### src/rtl/ee354_project_pkg.sv
// Direction codes shared by the button encoder, the direction queue and the length logic.
package ee354_project_pkg;

    typedef enum logic [1:0] {
        DIR_UP    = 2'b00,
        DIR_DOWN  = 2'b01,
        DIR_LEFT  = 2'b10,
        DIR_RIGHT = 2'b11
    } dirn_e;

    // Codes differ only in bit 0 exactly when they point along the same axis in opposite senses.
    function automatic logic dirn_is_opposite(input logic [1:0] a, input logic [1:0] b);
        return ((a ^ b) == 2'b01);
    endfunction

endpackage

### src/rtl/ee354_project_dirn_queue_if.sv
// Direction-command bus between the top-level encoder and the direction queue.
interface ee354_project_dirn_queue_if #(
    parameter int DEPTH = 4
) ();
    localparam int CW = $clog2(DEPTH) + 1;

    logic          SCEN;
    logic [1:0]    In_Dirn;
    logic          Step;
    logic [1:0]    Cur_Dirn;
    logic [CW-1:0] Queue_Count;
    logic          Drop;

    modport master (
        output SCEN, In_Dirn,
        input  Step, Cur_Dirn, Queue_Count, Drop
    );

    modport slave (
        input  SCEN, In_Dirn,
        output Step, Cur_Dirn, Queue_Count, Drop
    );
endinterface

### src/rtl/ee354_project_dirn_fifo.sv
// Generic 2-bit-wide synchronous FIFO with separate count; push and pop together are legal when full.
module ee354_project_dirn_fifo #(
    parameter int  DEPTH = 4,
    localparam int AW    = $clog2(DEPTH),
    localparam int CW    = AW + 1
) (
    input  logic          sys_clk,
    input  logic          Reset,
    input  logic          flush,
    input  logic          push,
    input  logic          pop,
    input  logic [1:0]    wdata,
    output logic [1:0]    head,
    output logic [1:0]    tail,
    output logic [CW-1:0] count
);
    localparam logic [CW-1:0] FULL = CW'(DEPTH);

    logic [1:0]    mem [DEPTH];
    logic [AW-1:0] wr_ptr;
    logic [AW-1:0] rd_ptr;
    logic [CW-1:0] count_r;
    logic          do_pop;
    logic          do_push;

    assign do_pop  = pop && (count_r != '0);
    assign do_push = push && ((count_r != FULL) || do_pop);

    // NOTE: sequential state uses non-blocking assignments so every flop samples pre-edge values.
    always_ff @(posedge sys_clk) begin
        if (Reset || flush) begin
            wr_ptr  <= '0;
            rd_ptr  <= '0;
            count_r <= '0;
        end else begin
            if (do_push) wr_ptr <= wr_ptr + 1'b1;
            if (do_pop)  rd_ptr <= rd_ptr + 1'b1;
            if (do_push && !do_pop)      count_r <= count_r + 1'b1;
            else if (do_pop && !do_push) count_r <= count_r - 1'b1;
        end
    end

    // NOTE: storage has no reset; the count alone decides which entries are meaningful.
    always_ff @(posedge sys_clk) begin
        if (do_push) mem[wr_ptr] <= wdata;
    end

    assign head  = mem[rd_ptr];
    assign tail  = mem[wr_ptr - 1'b1];
    assign count = count_r;

endmodule

### src/rtl/ee354_project_dirn_queue.sv
// Filters and buffers direction commands and applies at most one per Speed_Clk game tick.
module ee354_project_dirn_queue
    import ee354_project_pkg::*;
#(
    parameter int         DEPTH     = 4,
    parameter logic [1:0] INIT_DIRN = 2'b11,
    localparam int        CW        = $clog2(DEPTH) + 1
) (
    input  logic                         Clk,
    input  logic                         Reset,
    input  logic                         Speed_Clk,
    input  logic                         q_I,
    input  logic                         q_Run,
    ee354_project_dirn_queue_if.slave    bus
);
    localparam logic [CW-1:0] FULL = CW'(DEPTH);

    logic          s1, s2, s3;
    logic          tick;
    logic          step_r;
    logic          drop_r;
    logic [1:0]    cur_dirn;
    logic [1:0]    head;
    logic [1:0]    tail;
    logic [CW-1:0] count;
    logic [1:0]    ref_dirn;
    logic          offer;
    logic          reject;
    logic          pop;
    logic          push;

    // Speed_Clk is asynchronous: two flops synchronise it, the third gives the rising-edge reference.
    always_ff @(posedge Clk) begin
        if (Reset) begin
            s1 <= 1'b1;
            s2 <= 1'b1;
            s3 <= 1'b1;
        end else begin
            s1 <= Speed_Clk;
            s2 <= s1;
            s3 <= s2;
        end
    end

    assign tick = s2 & ~s3;

    // New commands are compared against the last direction that will be in effect before them.
    always_comb begin
        // NOTE: every combinational output gets a default first so no latch is inferred.
        ref_dirn = cur_dirn;
        if (count != '0) ref_dirn = tail;
    end

    assign offer  = bus.SCEN && q_Run && !q_I;
    assign pop    = tick && q_Run && !q_I && (count != '0);
    assign reject = dirn_is_opposite(bus.In_Dirn, ref_dirn)
                 || (bus.In_Dirn == ref_dirn)
                 || ((count == FULL) && !pop);
    assign push   = offer && !reject;

    always_ff @(posedge Clk) begin
        if (Reset) begin
            cur_dirn <= INIT_DIRN;
            step_r   <= 1'b0;
            drop_r   <= 1'b0;
        end else begin
            step_r <= tick && q_Run;
            drop_r <= offer && reject;
            if (q_I)      cur_dirn <= INIT_DIRN;
            else if (pop) cur_dirn <= head;
        end
    end

    ee354_project_dirn_fifo #(
        .DEPTH (DEPTH)
    ) u_fifo (
        .sys_clk (Clk),
        .Reset   (Reset),
        .flush   (q_I),
        .push    (push),
        .pop     (pop),
        .wdata   (bus.In_Dirn),
        .head    (head),
        .tail    (tail),
        .count   (count)
    );

    assign bus.Step        = step_r;
    assign bus.Cur_Dirn    = cur_dirn;
    assign bus.Queue_Count = count;
    assign bus.Drop        = drop_r;

endmodule

### src/flat_wrapper.sv
// flat-port wrapper written by rule: the top's interface ports become plain ports
module ee354_project_dirn_queue_flat import ee354_project_pkg::*;
#(
    parameter int         DEPTH     = 4,
    parameter logic [1:0] INIT_DIRN = 2'b11,
    localparam int        CW        = $clog2(DEPTH) + 1
)
  (Clk, Reset, Speed_Clk, q_I, q_Run, bus_SCEN, bus_In_Dirn, bus_Step, bus_Cur_Dirn, bus_Queue_Count, bus_Drop);
  ee354_project_dirn_queue_if #(.DEPTH(DEPTH)) bus_i ();
  input  logic Clk;
  input  logic Reset;
  input  logic Speed_Clk;
  input  logic q_I;
  input  logic q_Run;
  input wire logic [$bits(bus_i.SCEN)-1:0] bus_SCEN;
  input wire logic [$bits(bus_i.In_Dirn)-1:0] bus_In_Dirn;
  output wire logic [$bits(bus_i.Step)-1:0] bus_Step;
  output wire logic [$bits(bus_i.Cur_Dirn)-1:0] bus_Cur_Dirn;
  output wire logic [$bits(bus_i.Queue_Count)-1:0] bus_Queue_Count;
  output wire logic [$bits(bus_i.Drop)-1:0] bus_Drop;
  assign bus_i.SCEN = bus_SCEN;
  assign bus_i.In_Dirn = bus_In_Dirn;
  assign bus_Step = bus_i.Step;
  assign bus_Cur_Dirn = bus_i.Cur_Dirn;
  assign bus_Queue_Count = bus_i.Queue_Count;
  assign bus_Drop = bus_i.Drop;
  ee354_project_dirn_queue #(.DEPTH(DEPTH), .INIT_DIRN(INIT_DIRN)) u_core (.Clk(Clk), .Reset(Reset), .Speed_Clk(Speed_Clk), .q_I(q_I), .q_Run(q_Run), .bus(bus_i));
endmodule
### config.mk
export PLATFORM = sky130hd
export DESIGN_NAME = ee354_project_dirn_queue_flat
export DESIGN_NICKNAME = d
export VERILOG_FILES = /design/src/rtl/ee354_project_pkg.sv /design/src/rtl/ee354_project_dirn_queue_if.sv /design/src/rtl/ee354_project_dirn_fifo.sv /design/src/rtl/ee354_project_dirn_queue.sv /design/src/flat_wrapper.sv
export SDC_FILE = /design/constraint.sdc
export NUM_CORES = 1
export LEC_CHECK = 0
export CORE_MARGIN = 4
export CORE_UTILIZATION = 43
export CTS_BUF_LIST = sky130_fd_sc_hd__clkbuf_2
export DETAILED_ROUTE_END_ITERATION = 8
export PLACE_DENSITY = 0.73
export SYNTH_ARGS = -nofsm -noshare
export SYNTH_HDL_FRONTEND = slang
export SYNTH_SLANG_ARGS = --single-unit
### constraint.sdc
create_clock -name Clk -period 2.7 [get_ports Clk]
set_clock_uncertainty 0.2 [all_clocks]
set_input_delay 0.54 -clock Clk [delete_from_list [all_inputs] [get_ports Clk]]
set_output_delay 0.54 -clock Clk [all_outputs]
set_load 0.01 [all_outputs]
* Yosys cells after proc, flatten, opt, wreduce, memory -nomap -nowiden
Memory sizes are Yosys's and may differ from the RTL's. A register that Yosys moved wholly into a read port is not among the register bits. Index checks and enable logic that the tools add are counted.
Storage, ports and cells: register bits after elaboration 12, bits in latches 0, bits in writable memories 8, ROM bits 0, bits of input ports 8, output and inout port bits 7, logic and storage cells 50, memories 1
Memory list:
- u_core.u_fifo.mem | depth 4, bits a word 2, rd ports 2, clocked after memory_dff 1, write ports 1, line ee354_project_dirn_fifo.sv:19 | logic [1:0] mem [DEPTH];
Cells by class: add/sub/neg operators 5, multipliers 0, div/mod/pow operators 0, order comparisons 0, eq/ne operators 4, shifts and indexed selects 0, mux-type cells 5, bitwise logic cells 3, reduce and logical (&&, ||, !) cells 24
Operator list (number):
- logical AND 1 bit | 12
- two-way mux 3 bit | 2
- logical NOT 1 bit | 5
- adder 2 x 1 -> 2 bit, second input constant | 2
- logical OR 1 bit | 4
- adder 3 x 1 -> 3 bit, second input constant | 1
- == test 3 bit, second input constant | 1
- inequality test 3 bit, second input constant | 1
- nonzero test 3 bit | 1
- subtractor 3 x 1 -> 3 bit, second input constant | 1
- == test 2 x 1 -> 1 bit, second input constant | 1
- == test 2 bit | 1
- two-way mux 1 bit | 2
- two-way mux 2 bit | 1
- nonzero test 2 bit | 1
- OR reduction 2 bit | 1
- subtractor 2 x 1 -> 2 bit, second input constant | 1
- XOR 2 bit | 1
- bitwise AND 1 bit | 1
- inverter 1 bit | 1

* Longest topological paths before layout
Gate-level depths: netlist of run 1.
depth in word-level cells 15, mapped depth 12, mapped depth without buffers 12

* Hierarchy
A second synthesis of run 1 with hierarchy kept.
Unflattened totals: cells, all modules 92, area, all modules 1093.5 µm²
Modules (own cells, without submodules):
- ee354_project_dirn_fifo | instances 1, cells an instance 60, area each 799.5 µm², seq. area each 420.4 µm²
- ee354_project_dirn_queue | instances 1, cells an instance 32, area each 294.0 µm², seq. area each 140.1 µm²

* Least setup slack after synthesis of run 1
Ideal clock, no wire load.
path type reg2reg, start register u_core.u_fifo.wr_ptr[0], end register u_core.u_fifo.count_r[2], in the netlist u_core.u_fifo.count[2], setup time 0.070 ns, data arrival time 2.519 ns, data required time 2.430 ns, slack -0.089 ns, cell stages (with the launch flop) 13, path buffers 0, clock period less this slack 2.789 ns, cells stage by stage dfxtp_1 -> inv_1 -> ha_1 -> nor2_1 -> mux2i_2 -> a31oi_2 -> nor2_1 -> ha_1 -> inv_1 -> fa_1 -> xor2_1 -> or3_1 -> a21oi_1
On the way: cells in the longest elaborated chain, start to end 13, elaborated cells between the ends (all ways) 16, those cells by class add/sub (1); eq/ne (2); mux (2); bitwise (1); reduce/logical (9); memory (1)
Ends and longest elaborated chain:
- start, declared | line ee354_project_dirn_fifo.sv:20 | logic [AW-1:0] wr_ptr;
- start signal, assigned | line ee354_project_dirn_fifo.sv:36 | if (do_push) wr_ptr <= wr_ptr + 1'b1;
- subtractor 2 x 1 -> 2 bit (*) | line ee354_project_dirn_fifo.sv:49 | assign tail = mem[wr_ptr - 1'b1];
- memory (4 x 2 bit) (*)
- two-way mux 2 bit (*) | line ee354_project_dirn_queue.sv:51 | if (count != '0) ref_dirn = tail;
- XOR 2 bit | line ee354_project_pkg.sv:13 | return ((a ^ b) == 2'b01);
- == test 2 x 1 -> 1 bit | line ee354_project_pkg.sv:13
- logical OR 1 bit (*) | line ee354_project_dirn_queue.sv:57 | || (bus.In_Dirn == ref_dirn)
- logical OR 1 bit (*) | line ee354_project_dirn_queue.sv:58 | || ((count == FULL) && !pop);
- logical NOT 1 bit (*) | line ee354_project_dirn_queue.sv:59 | assign push = offer && !reject;
- logical AND 1 bit (*) | line ee354_project_dirn_queue.sv:59
- logical AND 1 bit (*) | line ee354_project_dirn_fifo.sv:27 | assign do_push = push && ((count_r != FULL) || do_pop);
- named net u_core.u_fifo.do_push | line ee354_project_dirn_fifo.sv:24 | logic do_push;
- logical NOT 1 bit | line ee354_project_dirn_fifo.sv:39 | else if (do_pop && !do_push) count_r <= count_r - 1'b1;
- logical AND 1 bit | line ee354_project_dirn_fifo.sv:39
- nonzero test 2 bit (no source line)
- end signal, assigned | line ee354_project_dirn_fifo.sv:38 | if (do_push && !do_pop) count_r <= count_r + 1'b1;
- end signal, assigned | line ee354_project_dirn_fifo.sv:39
- end, declared | line ee354_project_dirn_fifo.sv:22 | logic [CW-1:0] count_r;
Mark *: on every way through the listed nets, which the timed path passes. The rest lies on a longest branch. A chain may end at the register's enable or synchronous reset.

* Worst setup path in the final report of run 1
Ends and elaborated chain as after synthesis.

==> results.tsv, run 1 <==
metric	value	unit
startpoint_type	register	
cts_sinks	22	
slew_viol_final	0	
path_max_fanout	5	
status	finished, violations left	
crit_chain	inv_4, ha_4, nor2_2, mux2i_2, a31oi_2, nor2_1, ha_2, inv_2, fa_2, xor2_1, or3_1, a21oi_2	
worst-path-buf-inv	2	
num-fill-cells	178	
drc	0	
nets	144	
crit_path_start	u_core.u_fifo.wr_ptr[0]	
ys_seq_area_frac	0.491	
core_area	2280	um2
tightest_slew	0.355	ns
instances_no_fill	157	
slew_headroom	0.763	
timing.final.crit_share	1.01	
rows	17	
max_stage_delay	0.44	ns
arrival	2.83	ns
synth.distinct_cells	33	
cp-end-kind	register	
drive_above_1_share	0.349	
ff2ff_setup_slack	-0.04	ns
syn_nets	106	
place_area	1350	um2
fin_ws	-0.0401	ns
multi_input_area	548	um2
async_flop_share	0	
irDropWorstVdd	0.238	mV
grt_usage	0.147	
ys_seq_elements	22	
holdWs	0.255	ns
internal_power	0.000417	W
cts-root-buf	clkbuf_2	
cts_buffer_depth	2	
post-route-util	0.632	
synth-edff-count	8	
insertion_delay	0.33	ns
htree_num_levels	1	
p_seq_frac	0.635	
antenna_cells	0	
p_sw_frac	0.242	
max_cap_viol_count	0	
drt-initial-drc-count	23	
finalWirelength	2320	um
netlist_top_cells_count	dfxtp_1, nor2_1, edfxtp_1	
die_x	57.6	um
die-height	57.6	um
avgSynthCellArea	11.5	um2
synthFlopType	dfxtp_1	
endpoint	u_core.u_fifo.count[2]	
path_clk_slew	0.21	ns
dieArea	3320	um2
reg2reg_to	u_core.u_fifo.count[2]	
critical_path_class	reg -> reg	
rsz0062_at_grt	yes	
vias	808	
dp.cells	146	
synth_top_area_share	0.264	
cts_tree	done	
wl_per_cell	14.8	um
hold_violations	0	
synth_area	1060	um2
avgViaCountPerCell	5.15	
clock_power_share	0.241	
required	2.79	ns
reg2reg_depth	12	
period_minus_slack	2.74	ns
pin_count	15	
hold_path_class	reg -> reg	
setup_violations	1	
p_sw	0.000133	W
regArea	526	um2
ant_nets	0	
power.density	383	nW/um2
synthMostInstantiatedCell	dfxtp_1	
grt_pass1_wl	3670	um
fmax	0.365	GHz
fin_setup_tns	-0.0401	ns
cts_buffers	3	
rr_startpoint	u_core.u_fifo.wr_ptr[0]	
grt_pass1_vias	832	
violations	negative setup slack	
synth_area_leader_cell	dfxtp_1	
syn_to_final_growth	35.8	%
grt_max_degree	13	
initial_core_util	0.466	
fin_area	1440	um2
place_congestion	0.731	
grt_overflow	0	
ys_top_cells_by_area	dfxtp_1, edfxtp_1, ha_1, mux2i_1, mux4_2	
antenna_found_initial	0	
crit_cells	12	
dr.pass1.iters	4	
dp_hpwl	1720	um
leakagePower	0.596	nW
crit_family	adder cells	
pwr-share-comb	0.124	
io_buffers	14	
postSynthCellCount	92	
ys.warnings.count	0	
slowest_stage	dfxtp_4	
-- worst reg2reg max path: stages, from the launching register on --
cell	delay, ns
dfxtp_4	0.44
inv_4	0.05
ha_4	0.29
nor2_2	0.05
mux2i_2	0.21
a31oi_2	0.14
nor2_1	0.15
ha_2	0.21
inv_2	0.04
fa_2	0.33
xor2_1	0.15
or3_1	0.33
a21oi_2	0.12
-- final cells by class --
type / instances / share of cell area
sequential: 22 / 0.365
timing repair buffer: 35 / 0.204
inverter: 4 / 0.0122
clock buffer: 3 / 0.0104
tap: 28 / 0.0243
multi-input combinational: 64 / 0.381
clock inverter: 1 / 0.00261
-- worst min-delay path by stage --
stage	startpoint	end	slack (ns)	cells after the start
2_1_floorplan	u_core.s1	u_core.s2	0.19	1
3_3_place_gp	u_core.s1	u_core.s2	0.19	1
3_5_place_dp	u_core.s1	u_core.s2	0.20	1
4_1_cts	u_core.s1	u_core.s2	0.25	1
5_1_grt	u_core.s1	u_core.s2	0.29	1
6_report	u_core.s1	u_core.s2	0.26	1
-- cell usage in the layout, fill, tap and decap left out, types with 4 or more instances in the layout --
| cell type | n |
|---|---|
| nor2_1 | 8 |
| dfxtp_1 | 12 |
| nand2_1 | 5 |
| and3_1 | 4 |
| xor2_1 | 4 |
| mux2i_1 | 5 |
| edfxtp_1 | 8 |
| clkdlybuf4s50_1 | 11 |
| buf_4 | 21 |
-- repair_timing --
| item | in CTS | in global routing |
|---|---|---|
| setup endpoints to repair | 1 | 1 |
| hold buffers | 0 | 0 |
| pin swaps | 7 | 3 |
| gates resized for setup | 7 | 5 |
| setup buffers | 5 | 2 |
-- routing by layer --
layer  up-vias  GRT usage  part of all wire
met2        19      0.273              0.55
li1        395          -                 -
met1       389      0.163              0.40
met5         -          0                 0
met4         0     0.0596             0.018
met3         5     0.0267             0.041
-- cells by family after synthesis --
logic type                 after synthesis  synth area share
buffers and inverters                    6            0.0224
muxes                                    9             0.117
DFF                                     22             0.491
adders and majority gates                6            0.0779
and+or+nand+nor                         34             0.172
AOI/OAI and AO/OA                       10            0.0779
xor gates and xnor gates                 5            0.0413
-- power by group through the flow --
stage	Clock (W)	Combinational (W)	Sequential (W)
3_5_place_dp	0	0.0000608	0.000357
5_1_grt	0.000148	0.0000733	0.000350
2_1_floorplan	0	0.0000265	0.000357
6_report	0.000133	0.0000682	0.000350
4_1_cts	0.000136	0.0000636	0.000350
3_3_place_gp	0	0.0000585	0.000357
-- sequential cells by signal (all words and copies together), names as in the netlist --
register / count
u_core.s3: 1
u_core.s2: 1
u_core.u_fifo.rd_ptr: 2
u_core.u_fifo.mem: 8
u_core.bus.Step: 1
u_core.u_fifo.wr_ptr: 2
u_core.bus.Drop: 1
u_core.s1: 1
u_core.bus.Cur_Dirn: 2
u_core.u_fifo.count: 3
-- metrics by stage --
stage,total power (W),worst slack (ns)
after floorplan,0.000384,0.0293
after global placement,0.000415,-0.449
after detailed placement,0.000418,-0.555
after CTS,0.000549,0.0290
after global routing,0.000572,-0.133
final,0.000551,-0.0401
Note: power is estimated with default switching activity, not from simulation.
==> run 2: changes to the inputs <==
- CTS_CLUSTER_DIAMETER: not set -> 150
==> results of run 2 <==
Final layout, timing and power as in run 1 (identical DEF).
